==> src/rtl/aesl_deadlock_watchdog.sv <==
// ---------------------------------------------------------------------------
// aesl_deadlock_watchdog
//
// Qualifies the registered `block` flag from the top-level dataflow deadlock
// monitor. A deadlock is declared only after block_in has been sampled high
// on THRESHOLD consecutive rising edges. On declaration the block latches the
// free-running cycle timestamp, bumps a saturating event counter and
// (optionally) snapshots the raw idle/block vectors. FIRED is sticky until
// `clear` re-arms the watchdog.
//
// Optional feature macro: AESL_DEADLOCK_SNAPSHOT_EN
//   defined   -> snap_* registers capture the input vectors at declaration
//   undefined -> snap_* outputs are constant 0, no snapshot flops exist
//
// Ports:
//   clock            in  1        rising-edge clock
//   reset            in  1        asynchronous, active-high reset
//   block_in         in  1        registered block flag from the monitor
//   axis_block_sigs  in  AXIS_W   raw AXIS block vector (snapshot source)
//   inst_idle_sigs   in  IDLE_W   raw process idle vector (snapshot source)
//   inst_block_sigs  in  BLK_W    raw channel block vector (snapshot source)
//   clear            in  1        synchronous acknowledge / re-arm
//   deadlock         out 1        qualified deadlock flag
//   state            out 2        0 = IDLE, 1 = ARMED, 2 = FIRED
//   fire_cycle       out CNT_W    cycle timestamp latched at declaration
//   event_count      out 8        declarations since reset, saturates at 255
//   snap_axis/idle/block          snapshot taken at declaration
// ---------------------------------------------------------------------------
module aesl_deadlock_watchdog #(
    parameter int THRESHOLD = 1000,
    parameter int CNT_W     = 32,
    parameter int AXIS_W    = 12,
    parameter int IDLE_W    = 19,
    parameter int BLK_W     = 16
) (
    input  logic              clock,
    input  logic              reset,
    input  logic              block_in,
    input  logic [AXIS_W-1:0] axis_block_sigs,
    input  logic [IDLE_W-1:0] inst_idle_sigs,
    input  logic [BLK_W-1:0]  inst_block_sigs,
    input  logic              clear,
    output logic              deadlock,
    output logic [1:0]        state,
    output logic [CNT_W-1:0]  fire_cycle,
    output logic [7:0]        event_count,
    output logic [AXIS_W-1:0] snap_axis,
    output logic [IDLE_W-1:0] snap_idle,
    output logic [BLK_W-1:0]  snap_block
);

    typedef enum logic [1:0] {
        S_IDLE  = 2'd0,
        S_ARMED = 2'd1,
        S_FIRED = 2'd2
    } state_t;

    localparam logic [CNT_W-1:0] THRESH_M1 = CNT_W'(THRESHOLD - 1);

    state_t           state_q;
    logic [CNT_W-1:0] cycle_ctr;
    logic [CNT_W-1:0] persist;
    logic             fire_hit;

    // Declaration happens on this edge. clear masks block_in entirely, so a
    // threshold hit coinciding with clear is dropped.
    always_comb begin
        fire_hit = 1'b0;
        if (!clear && block_in) begin
            if (state_q == S_IDLE && THRESHOLD == 1)
                fire_hit = 1'b1;
            else if (state_q == S_ARMED && persist == THRESH_M1)
                fire_hit = 1'b1;
        end
    end

    always_ff @(posedge clock or posedge reset) begin
        if (reset) begin
            state_q     <= S_IDLE;
            cycle_ctr   <= '0;
            persist     <= '0;
            deadlock    <= 1'b0;
            fire_cycle  <= '0;
            event_count <= 8'd0;
        end else begin
            // Free-running timestamp; holds at all-ones rather than wrapping.
            if (cycle_ctr != {CNT_W{1'b1}})
                cycle_ctr <= cycle_ctr + 1'b1;

            case (state_q)
                S_IDLE: begin
                    if (!clear && block_in) begin
                        if (fire_hit) begin
                            state_q <= S_FIRED;
                            persist <= '0;
                        end else begin
                            state_q <= S_ARMED;
                            persist <= CNT_W'(1);
                        end
                    end
                end
                S_ARMED: begin
                    if (clear || !block_in) begin
                        // Re-arm or glitch reject: no event recorded.
                        state_q <= S_IDLE;
                        persist <= '0;
                    end else if (fire_hit) begin
                        state_q <= S_FIRED;
                        persist <= '0;
                    end else begin
                        persist <= persist + 1'b1;
                    end
                end
                S_FIRED: begin
                    // Sticky: block_in is ignored, captured values held.
                    if (clear) begin
                        state_q  <= S_IDLE;
                        deadlock <= 1'b0;
                        persist  <= '0;
                    end
                end
                default: begin
                    state_q <= S_IDLE;
                    persist <= '0;
                end
            endcase

            if (fire_hit) begin
                deadlock   <= 1'b1;
                fire_cycle <= cycle_ctr;
                if (event_count != 8'hFF)
                    event_count <= event_count + 8'd1;
            end
        end
    end

    assign state = state_q;

`ifdef AESL_DEADLOCK_SNAPSHOT_EN
    always_ff @(posedge clock or posedge reset) begin
        if (reset) begin
            snap_axis  <= '0;
            snap_idle  <= '0;
            snap_block <= '0;
        end else if (fire_hit) begin
            snap_axis  <= axis_block_sigs;
            snap_idle  <= inst_idle_sigs;
            snap_block <= inst_block_sigs;
        end
    end
`else
    // Snapshot disabled: outputs are constant zero. The inputs are still
    // referenced so the port list stays identical in both builds.
    assign snap_axis  = axis_block_sigs & {AXIS_W{1'b0}};
    assign snap_idle  = inst_idle_sigs  & {IDLE_W{1'b0}};
    assign snap_block = inst_block_sigs & {BLK_W{1'b0}};
`endif

endmodule

==> config.mk <==
export PLATFORM = sky130hd
export DESIGN_NAME = aesl_deadlock_watchdog
export DESIGN_NICKNAME = d
export VERILOG_FILES = /design/src/rtl/aesl_deadlock_watchdog.sv
export SDC_FILE = /design/constraint.sdc
export NUM_CORES = 1
export LEC_CHECK = 0
export CORE_MARGIN = 5
export CORE_UTILIZATION = 44
export CTS_CLUSTER_DIAMETER = 30
export CTS_CLUSTER_SIZE = 28
export DETAILED_ROUTE_END_ITERATION = 10
export HOLD_SLACK_MARGIN = 0.02
export PLACE_DENSITY = 0.77
export SETUP_SLACK_MARGIN = 0.4
export SYNTH_ARGS = -nofsm -noshare
export SYNTH_HDL_FRONTEND = slang
export SYNTH_SLANG_ARGS = --single-unit
==> constraint.sdc <==
create_clock -name clock -period 3.21 [get_ports clock]
set_input_delay 0.4815 -clock clock [delete_from_list [all_inputs] [get_ports clock]]
set_output_delay 0.4815 -clock clock [all_outputs]
set_load 0.005 [all_outputs]
== Word level (Yosys, flattened, before mapping) ==
Cells that the tools add are included.
Word-level totals
  register bits after elaboration: 107
  bits in latches: 0
  bits in writable memories: 0
  ROM bits: 0
  output and inout bits: 90
  memories kept: 0
Cells by class
  add/sub/neg operators: 3
  $mul: 0
  divide/modulo/power cells: 0
  $lt $le $gt $ge: 0
  eq/ne operators: 8
  shift operators: 0
  mux-type cells: 17
  bitwise gates (word level): 0
  reductions and logical operators: 12
Operators with widths (count)
  $mux 32: 4
  $pmux 32 s3: 1
  $add 32x1->32 const B: 2
  $eq 32x10->1 const B: 1
  $ne 32x32->1 const B: 1
  $mux 2: 5
  $add 8x1->8 const B: 1
  $ne 8x8->1 const B: 1
  $mux 1: 6
  $pmux 2 s3: 1
  $reduce_and 2->1: 3
  $reduce_bool 2->1: 2
  $ne 3x2->1 const B: 1
  $reduce_and 3->1: 1
  $eq 2x1->1 const B: 1
  $eq 2x2->1 const B: 1
  $logic_and 1x1->1: 2
  $logic_not 1->1: 2
  $logic_not 2->1: 1
  $ne 2x1->1 const B: 1
  $ne 2x2->1 const B: 1
  $logic_or 1x1->1: 1

== Longest topological paths before layout ==
Gate-level depths: netlist (run 1).
  depth after elaboration: 7
  mapped depth: 8
  depth with buffers taken out: 6

== Worst setup path before layout (run 1) ==
Ideal clock, no wire load.
  path type: register -> register
  start: register persist[0]
  end: register event_count[7]
  library setup time: 0.128 ns
  arrival time: 2.103 ns
  data required time: 3.082 ns
  setup slack: 0.980 ns
  stages on the path, launching flop included: 8
  buffers on the path: 1
  period minus slack after synthesis: 2.230 ns
  cells stage by stage: dfrtp_1 ha_1 nand2_1 or2_1 or4_1 buf_2 nor4_2 mux2_1
On the way
  cells in the longest elaborated chain, start to end: 5
Ends and longest elaborated chain
  start: declaration: RTL line 62  | logic [CNT_W-1:0] persist;
  start signal: assignment: RTL line 111  | persist <= persist + 1'b1;
  $eq 32x10->1: RTL line 72  | else if (state_q == S_ARMED && persist == THRESH_M1)
  $logic_and 1x1->1: RTL line 72
  $mux 1: RTL line 72
  $mux 1: RTL line 69  | if (!clear && block_in) begin
  $reduce_and 2->1 (no source line)
  end signal: assignment: RTL line 132  | event_count <= event_count + 8'd1;
  end: declaration: RTL line 46  | output logic [7:0] event_count,
No other way between the ends.
A chain may end at the register's enable or synchronous reset.

== Final worst setup path (run 1) ==
  start: register cycle_ctr[0]
  end: register cycle_ctr[3]
On the way
  cells in the longest elaborated chain, start to end: 1
  elaborated cells between the ends (all ways): 2
  classes of those cells: 1 x add/sub; 1 x eq/ne
Ends and longest elaborated chain
  start: declaration: RTL line 61  | logic [CNT_W-1:0] cycle_ctr;
  start signal: assignment: RTL line 88  | cycle_ctr <= cycle_ctr + 1'b1;
  $add 32x1->32 / $ne 32x32->1 (equally long branches): RTL line 88, 87
Several ways; a longest one is shown, not always the timed one.

==> results of run 1 <==
[logic make-up after synthesis]
group	share of synthesized area
other cells	0.0007087
compound gates	0.03429
simple gates	0.1896
flops	0.5060
mux	0.07449
xor+xnor	0.1026
buf+inv	0.08513
fa+ha+maj	0.007095
[area by class of cell]
| cell class | instances | area [sq um] | area share |
|---|---|---|---|
| clock buffers | 10 | 229.0 | 0.03766 |
| clock inverters | 6 | 81.33 | 0.01338 |
| inverters | 7 | 30.03 | 0.004939 |
| multi-input cells | 354 | 2337 | 0.3844 |
| flip-flops and latches | 107 | 2678 | 0.4404 |
| well taps | 147 | 183.9 | 0.03025 |
| repair buffers | 55 | 540.5 | 0.08891 |
[state kept, by name, indices dropped and copies added, names as in the netlist]
name and count:
fire_cycle 32, state 2, cycle_ctr 32, persist 32, deadlock 1, event_count 8
[critical path: stages, from the launching register on]
cell and delay (ps):
dfrtp_1 440, ha_1 220, and4_1 350, nand4_1 220, or4_1 760, and4_1 310, xor2_1 140
[metrics by stage]
step | worst slack, ps | util
after detailed placement | 385.3 | 0.4843
after floorplan | 979.9 | -
after CTS | 658.6 | 0.5104
after global placement | 446.9 | 0.4843
final | 656.3 | 0.5104
after global routing | 491.1 | 0.5104
[power breakdown]
part	total (W)	internal [W]	switching, W
combinational	0.000200	0.0000620	0.000138
clock	0.00114	0.000622	0.000515
sequential	0.00138	0.00136	0.0000216
total	0.00272	0.00205	0.000674
[metal layers]
layer  wire length, microns  track usage
met1                   4312       0.1781
met2                   5193       0.2482
met3                    647      0.04053
met4                    144      0.04868
met5                      0            0
[how the worst max path moves through the flow]
stage	end	start	slack [ps]
after floorplan	event_count[7]	persist[0]	980
after global placement	event_count[5]	clear	450
after detailed placement	event_count[5]	clear	390
after CTS	cycle_ctr[3]	cycle_ctr[0]	660
after global routing	event_count[5]	persist[14]	490
final	cycle_ctr[3]	cycle_ctr[0]	660
[cell usage in the layout (no fill, tap or decap), types with 2 or more instances in the layout]
cell / count
a2111oi_2: 2
a211oi_1: 3
a21boi_0: 2
a21oi_1: 7
and2_1: 3
and3_1: 10
and4_1: 9
buf_4: 8
clkbuf_16: 9
clkdlybuf4s50_1: 46
conb_1: 47
dfrtp_1: 107
ha_1: 3
inv_1: 6
inv_6: 3
mux2_2: 34
nand2_1: 30
nand3_1: 27
nand4_1: 25
nor2_1: 39
nor3_1: 7
nor3b_2: 2
nor4_1: 9
nor4_2: 2
o21ai_0: 7
or3_1: 3
or4_1: 2
xnor2_1: 30
xor2_1: 32
==> flow_summary.toml, run 1 <==
[synthesis]
avgSynthCellArea_sq_um = 10.96
ys_seq_elements = 107
synthTopCellsByCount = "dfrtp_1, buf_4, nor2_1"
yosysTopAreaCell = "dfrtp_1"
synth_top_area_share = 0.5060
yosys_warnings = 0
ys_seq_area_frac = 0.5060
async_flop_share = 1.000
yosysMostFrequentCell = "dfrtp_1"
synth_edf_count = 0
synthCells = 483
ys.flop_type = "dfrtp_1"
ys_top_cells_by_area = "dfrtp_1, mux2_2, buf_4"
synth_area_sq_mm = 0.005291
yosys.cell_types.count = 47

[power]
leakagePower_nw = 2.759
finalPower_w = 0.002721
powerDensity_mw_per_mm2 = 447.6
ir_drop_mv = 0.2471

[critical_path]
r2r-end = "cycle_ctr[3]"
worstReg2RegStart = "cycle_ctr[0]"
required_ps = 3440
worstRegToRegCells = 6
worst-r2r-setup-slack_ps = 660
critPathKind = "register to register"
cp_data_arrival_time_ps = 2790
cp-end-kind = "register"
worstPathMaxFanout = 11
crit_path_start_kind = "register"

[global_routing]
gr-total-overflow = 0
grt_pass1_wl_microns = 17260
antenna_found_initial = 0
grt_pass1_vias = 3690
grt_usage = 0.1455
grt_max_degree = 39

[sta]
fin_crit_sh = 0.7956
skew_ps = 10.53
setup_tns_ps = 0
tightest_slew_ps = 832.7
maxSlewViolCount = 0
setup_viol = 0
hold_viol = 0
post-route-min-period_ps = 2554
slew_headroom = 0.4398
whs_ps = 512.5
rsz0062_at_grt = "no"
fmax_mhz = 391.6

[finish]
finish.net_count = 588
fin_cells = 686
antenna_cells = 0
areaGrowthSynthToFinish_pct = 14.90
nFillCells = 1041
layout-drive-gt1-share = 0.1317
final_area_sq_mm = 0.006080

[hold_path]
min-delay-path-class = "register to register"
hold_start = "fire_cycle[12]"
hold_depth = 1
worst_hold_path.endpoint = "fire_cycle[12]"

[clock_network]
cts-resized-gates = 0
cts.path.max_buffers = 2
cts_tree = "built"
ctsHoldBuffers = 0
cts.sinks = 107
clkLatencyLatePin_ps = 350
cts_buffers = 9
htree_levels = 3
cts_root_buf = "clkbuf_16"
clk_pin_slew_worst_paths_ps = 70
cts_setup_buffers = 0

[routing]
wl_per_cell_microns = 15.01
ant_nets = 0
vias_per_cell = 5.293
dr.pass1.iters = 4
routed_wl_microns = 10300
remaining_drc_errors = 0
first_iter_violations = 231
vias = 3631

[die]
die_y_microns = 119.7
die_area_sq_mm = 0.01432
io_pins = 141
rows = 40
initial_core_util = 0.4442
dieWidth_microns = 119.7
core-area_sq_mm = 0.01191

[placement]
gp_congestion = 0.8308
dpl_cell_area_sq_mm = 0.005769
place_inst = 670
io_buffers = 46
dpl.hpwl_microns = 7219

[job]
max-cap-violations = 0

[run_status]
status = "completed"
No activity file was read; power rests on OpenSTA's default activity.
==> run 2, diff against run 1 <==
==> constraint.sdc (replaced) <==
create_clock -name clock -period 2.1 [get_ports clock]
set_input_delay 0.315 -clock clock [delete_from_list [all_inputs] [get_ports clock]]
set_output_delay 0.315 -clock clock [all_outputs]
set_load 0.005 [all_outputs]
==> run 2 against run 1 <==
  * The run now ends with negative setup slack left
  * Setup slack worse by 760 ps
  * Critical path depth stayed put
  * Largest power group unchanged
  * Non-clock buffer count is 112 higher
  * Combinational power grew to 4.5 times the previous value
  * First-iteration DRC count is 19% lower
  * Sequential share of layout area is 9.6 points lower
  * Power is 70% higher
  * Hold slack worse by 55 ps
  * Largest cell class is now multi-input gates
  * Clock power is 43% higher
  * Via count is 14% higher
  * Die area stayed put
  * Highest routed layer unchanged
==> flow_summary.toml, run 2 (same netlist as run 1, synthesis figures left out) <==
[run_status]
status = "complete, but fails checks"
violations = "negative setup slack"

[global_routing]
grt_usage = 0.1800
antenna_found_initial = 0
gr-total-overflow = 0
grt_max_degree = 108
grt_pass1_vias = 4374
grt_pass1_wl_microns = 21110

[sta]
whs_ps = 457.5
skew_ps = 12.78
hold_viol = 0
fin_ws_ps = -101.7
setup_viol = 54
tightest_slew_ps = 648.9
slew_headroom = 0.5658
maxSlewViolCount = 0
setup_tns_ps = -1985
fmax_mhz = 454.2
rsz0062_at_grt = "yes"
fin_crit_sh = 1.048
post-route-min-period_ps = 2202

[critical_path]
worstReg2RegStart = "persist[13]"
crit_end = "event_count[1]"
r2r-end = "event_count[1]"
worst-path-stages = 6
cp_data_arrival_time_ps = 2440
worst_path_dominant_cell_family = "simple AND/OR/NAND/NOR gates"
crit_slowest_cell = "or4_4"
critPathKind = "register to register"
worstRegToRegCells = 6
crit_buf_inv = 1
worst-r2r-setup-slack_ps = -100
crit_path_start = "persist[13]"
worstPathMaxFanout = 6
crit_path_start_kind = "register"
crit_path_max_incr_delay_ps = 580
required_ps = 2340
cp_cell_sequence = "nor4_4 -> nand4_1 -> or4_4 -> buf_12 -> nor2_4 -> mux2_4"
cp-end-kind = "register"

[routing]
remaining_drc_errors = 0
vias = 4152
wl_per_cell_microns = 16.61
routed_wl_microns = 13270
vias_per_cell = 5.196
dr.pass1.iters = 4
first_iter_violations = 187
ant_nets = 0

[hold_path]
min-delay-path-class = "primary input to asynchronous set/reset pin"

[power]
powerDensity_mw_per_mm2 = 593.4
ir_drop_mv = 0.4886
leakagePower_nw = 3.600

[finish]
final_common_cell = "dfrtp_1"
finish.net_count = 701
final_area_sq_mm = 0.007797
layout_common_cells = "dfrtp_1, buf_4, conb_1"
layout-drive-gt1-share = 0.4387
reg.largest.list = "cycle_ctr: 32 flops, fire_cycle: 32 flops, persist: 32 flops"
areaGrowthSynthToFinish_pct = 47.36
antenna_cells = 0

[job]
max-cap-violations = 0

[clock_network]
cts.path.max_buffers = 2
cts.sinks = 107
clk_pin_slew_worst_paths_ps = 70
htree_levels = 3
cts_buffers = 9
clkLatencyLatePin_ps = 360
cts_root_buf = "clkbuf_16"
cts_tree = "built"

[placement]
io_buffers = 46
gp_congestion = 0.8275
dpl.hpwl_microns = 7899
dpl_cell_area_sq_mm = 0.006435

[die]
dieWidth_microns = 119.7
rows = 40
io_pins = 141
die_area_sq_mm = 0.01432
die_y_microns = 119.7
core-area_sq_mm = 0.01191
initial_core_util = 0.4442
[run 2: cell count changes in the layout (fill, tap and decap cells not counted), sizes merged, moves of 2 or more]
cell / previous run / this run
buf: 9 / 121
dlygate4sd2: 0 / 2
clkinv: 2 / 4
clkdlybuf4s50: 46 / 43
[run 2: what timing repair did]
item | 4_1_cts | 5_1_grt
buffers inserted | 31 | 15
endpoints found under the setup margin | 105 | 108
hold buffers | 0 | 0
resized for setup | 114 | 40
pin swaps | 53 | 38
cloned | 4 | 0
[run 2: cell type report]
type	instances	area [sq um]
Sequential cell	107	2686
Clock buffer	9	225.2
Multi-Input combinational cell	355	3054
Clock inverter	7	62.56
Inverter	7	30.03
Tap cell	147	183.9
Fill cell	823	4114
Timing Repair Buffer	167	1555
[run 2: worst min path at each step]
stage                              start              to  slack, ps  depth (start not counted)
after floorplan                    clear        state[1]        400                          1
after global placement     cycle_ctr[31]   cycle_ctr[31]        480                          1
after detailed placement  fire_cycle[13]  fire_cycle[13]        490                          1
after CTS                          reset     persist[16]        510                          3
after global routing       fire_cycle[0]   fire_cycle[0]        520                          1
final                              reset     persist[15]        460                          3
[run 2: per-stage QoR]
step,worst slack (ps),total power (W),utilization,instances
final,-101.7,0.004627,0.6546,799
after global routing,-197.7,0.004803,0.6546,799
after CTS,-114.7,0.004638,0.6289,784
after detailed placement,-436.5,0.002627,0.5402,733
after global placement,-378.0,0.002607,0.5402,733
after floorplan,-3.636,0.002525,-,529
[run 2: power by group]
group | switching (W) | internal, W | leakage, nW
sequential | 0.0000215 | 0.00208 | 1.47
clock | 0.000804 | 0.000825 | 0.140
combinational | 0.000479 | 0.000415 | 1.99
total | 0.00130 | 0.00332 | 3.60
[run 2: layer usage]
layer  track usage  wire [microns]  vias up
met5             0               0        -
met3       0.03157             355       20
li1              -               -     1935
met2        0.3362            7429       74
met4       0.05727             245        0
met1        0.2085            5238     2123
[run 2: worst register-to-register path: stages, from the launching register on]
cell,delay (ps)
dfrtp_1,410
nor4_4,310
nand4_1,200
or4_4,580
buf_12,170
nor2_4,110
mux2_4,300
==> run 3, diff against run 2 <==
--- a/config.mk
+++ b/config.mk
@@ -12,7 +12,6 @@
 export DETAILED_ROUTE_END_ITERATION = 10
 export HOLD_SLACK_MARGIN = 0.02
 export PLACE_DENSITY = 0.77
-export SETUP_SLACK_MARGIN = 0.4
 export SYNTH_ARGS = -nofsm -noshare
 export SYNTH_HDL_FRONTEND = slang
 export SYNTH_SLANG_ARGS = --single-unit
==> run 3 against run 2 <==
  * The flow still finishes with violations (negative setup slack)
  * Sequential power barely moved
  * Clock power rose by 6%
  * Via count fell by 8.6%
  * Clock-buffer cell count did not move
  * Setup slack improved by 56 ps
  * Clock skew fell by 4.9 ps
  * Flip-flop and latch count did not move
==> flow_summary.toml, run 3 (same netlist as run 1, synthesis figures left out) <==
[clock_network]
clkLatencyLatePin_ps = 350
cts.path.max_buffers = 2
clk_pin_slew_worst_paths_ps = 70
cts.sinks = 107
cts_buffers = 9
cts_root_buf = "clkbuf_16"
htree_levels = 3
ctsHoldBuffers = 0
cts_tree = "built"

[routing]
ant_nets = 0
wl_per_cell_microns = 14.46
vias_per_cell = 5.060
wl_met3_microns = 599
remaining_drc_errors = 0
routed_wl_microns = 10850
drt-met1-wl_microns = 4456
vias = 3795
first_iter_violations = 161
met2_length_microns = 5693
dr.pass1.iters = 4
top_layer_used = "met4"

[sta]
setup_viol = 23
rsz0062_at_grt = "yes"
maxSlewViolCount = 0
post-route-min-period_ps = 2146
fin_crit_sh = 1.022
slew_headroom = 0.6117
fmax_mhz = 465.9
tightest_slew_ps = 582.5
fin_ws_ps = -46.23
hold_viol = 0
skew_ps = 7.830

[die]
initial_core_util = 0.4442
dieWidth_microns = 119.7
rows = 40
io_pins = 141
core-area_sq_mm = 0.01191
die_area_sq_mm = 0.01432
die_y_microns = 119.7

[critical_path]
cp_data_arrival_time_ps = 2380
worstPathMaxFanout = 21
crit_path_start_kind = "register"
cp-end-kind = "register"
critPathKind = "register to register"
required_ps = 2330
worst-r2r-setup-slack_ps = -50

[finish]
reg.largest.list = "cycle_ctr: 32 flops, fire_cycle: 32 flops, persist: 32 flops"
final_common_cell = "dfrtp_1"
fin_util = 0.5590
layout-drive-gt1-share = 0.2488
antenna_cells = 0
finish.net_count = 652
layout_common_cells = "dfrtp_1, buf_4, conb_1"
areaGrowthSynthToFinish_pct = 25.85

[power]
finalPower_w = 0.004223
ir_drop_mv = 0.5432
powerDensity_mw_per_mm2 = 634.2
leakagePower_nw = 3.125

[job]
max-cap-violations = 0

[global_routing]
gr-total-overflow = 0
grt_pass1_vias = 3902
grt_max_degree = 108
grt_usage = 0.1546
antenna_found_initial = 0
grt_pass1_wl_microns = 18300

[run_status]
violations = "negative setup slack"
status = "complete, but fails checks"

[placement]
dpl.hpwl_microns = 7824
io_buffers = 46
gp_congestion = 0.8331

[hold_path]
min-delay-path-class = "primary input to asynchronous set/reset pin"
==> run 3: cell types whose count changed in the layout (fill, tap and decap cells not counted), moves of 14 or more <==
cell,delta
nor2_1,+29
buf_4,-27
nor2_4,-25
buf_6,-14
==> run 3: final cells by class <==
cell class,instances,area [sq um]
Clock buffer,9,225.2
Clock inverter,7,76.32
Timing Repair Buffer,119,1032
Inverter,7,30.03
Tap cell,147,183.9
Multi-Input combinational cell,354,2432
Sequential cell,107,2679
Fill cell,1005,5253
==> run 3: path summary, 6_finish.rpt <==
| check | from | end | cells after the start |
|---|---|---|---|
| max | persist[10] | fire_cycle[8] | 5 |
| min | reset | fire_cycle[30] | 3 |
| max reg2reg | persist[10] | fire_cycle[8] | 5 |
| min reg2reg | deadlock | deadlock | 2 |
| max in group asynchronous | reset | fire_cycle[21] | 3 |
| min in group clock | deadlock | deadlock | 2 |
==> run 3: metrics by stage <==
step | TNS [ps] | hold slack, ps | setup WS [ps] | cells | area, sq um
floorplan | -10.61 | 422.4 | -8.426 | 529 | 5514
global placement | -18520 | 481.6 | -363.1 | 733 | 6276
detailed placement | -20690 | 490.8 | -381.8 | 733 | 6276
CTS | -353.7 | 507.7 | -31.71 | 750 | 6614
global route | -3029 | 522.0 | -112.8 | 750 | 6659
finish | -714.8 | 467.9 | -46.23 | 750 | 6659
==> run 3: routing by layer <==
| layer | track usage | up-vias |
|---|---|---|
| met5 | 0 | - |
| met4 | 0.02935 | 0 |
| met3 | 0.05090 | 13 |
| met2 | 0.2673 | 81 |
| met1 | 0.1907 | 1872 |
| li1 | - | 1829 |
==> run 3: what timing repair did <==
item,in CTS,in global routing
pin swaps,0,3
buffers inserted,1,0
setup endpoints to repair,41,72
gates resized for setup,6,10
==> run 3: worst max-delay path: stages, from the launching register on <==
cell	delay, ps
dfrtp_1	410
nor4b_4	290
nand4_1	180
or4_4	630
buf_6	210
mux2_2	290
==> run 3: power by group <==
part           switching [W]  internal (W)
combinational       0.000246      0.000158
clock               0.000783      0.000933
sequential         0.0000198       0.00208
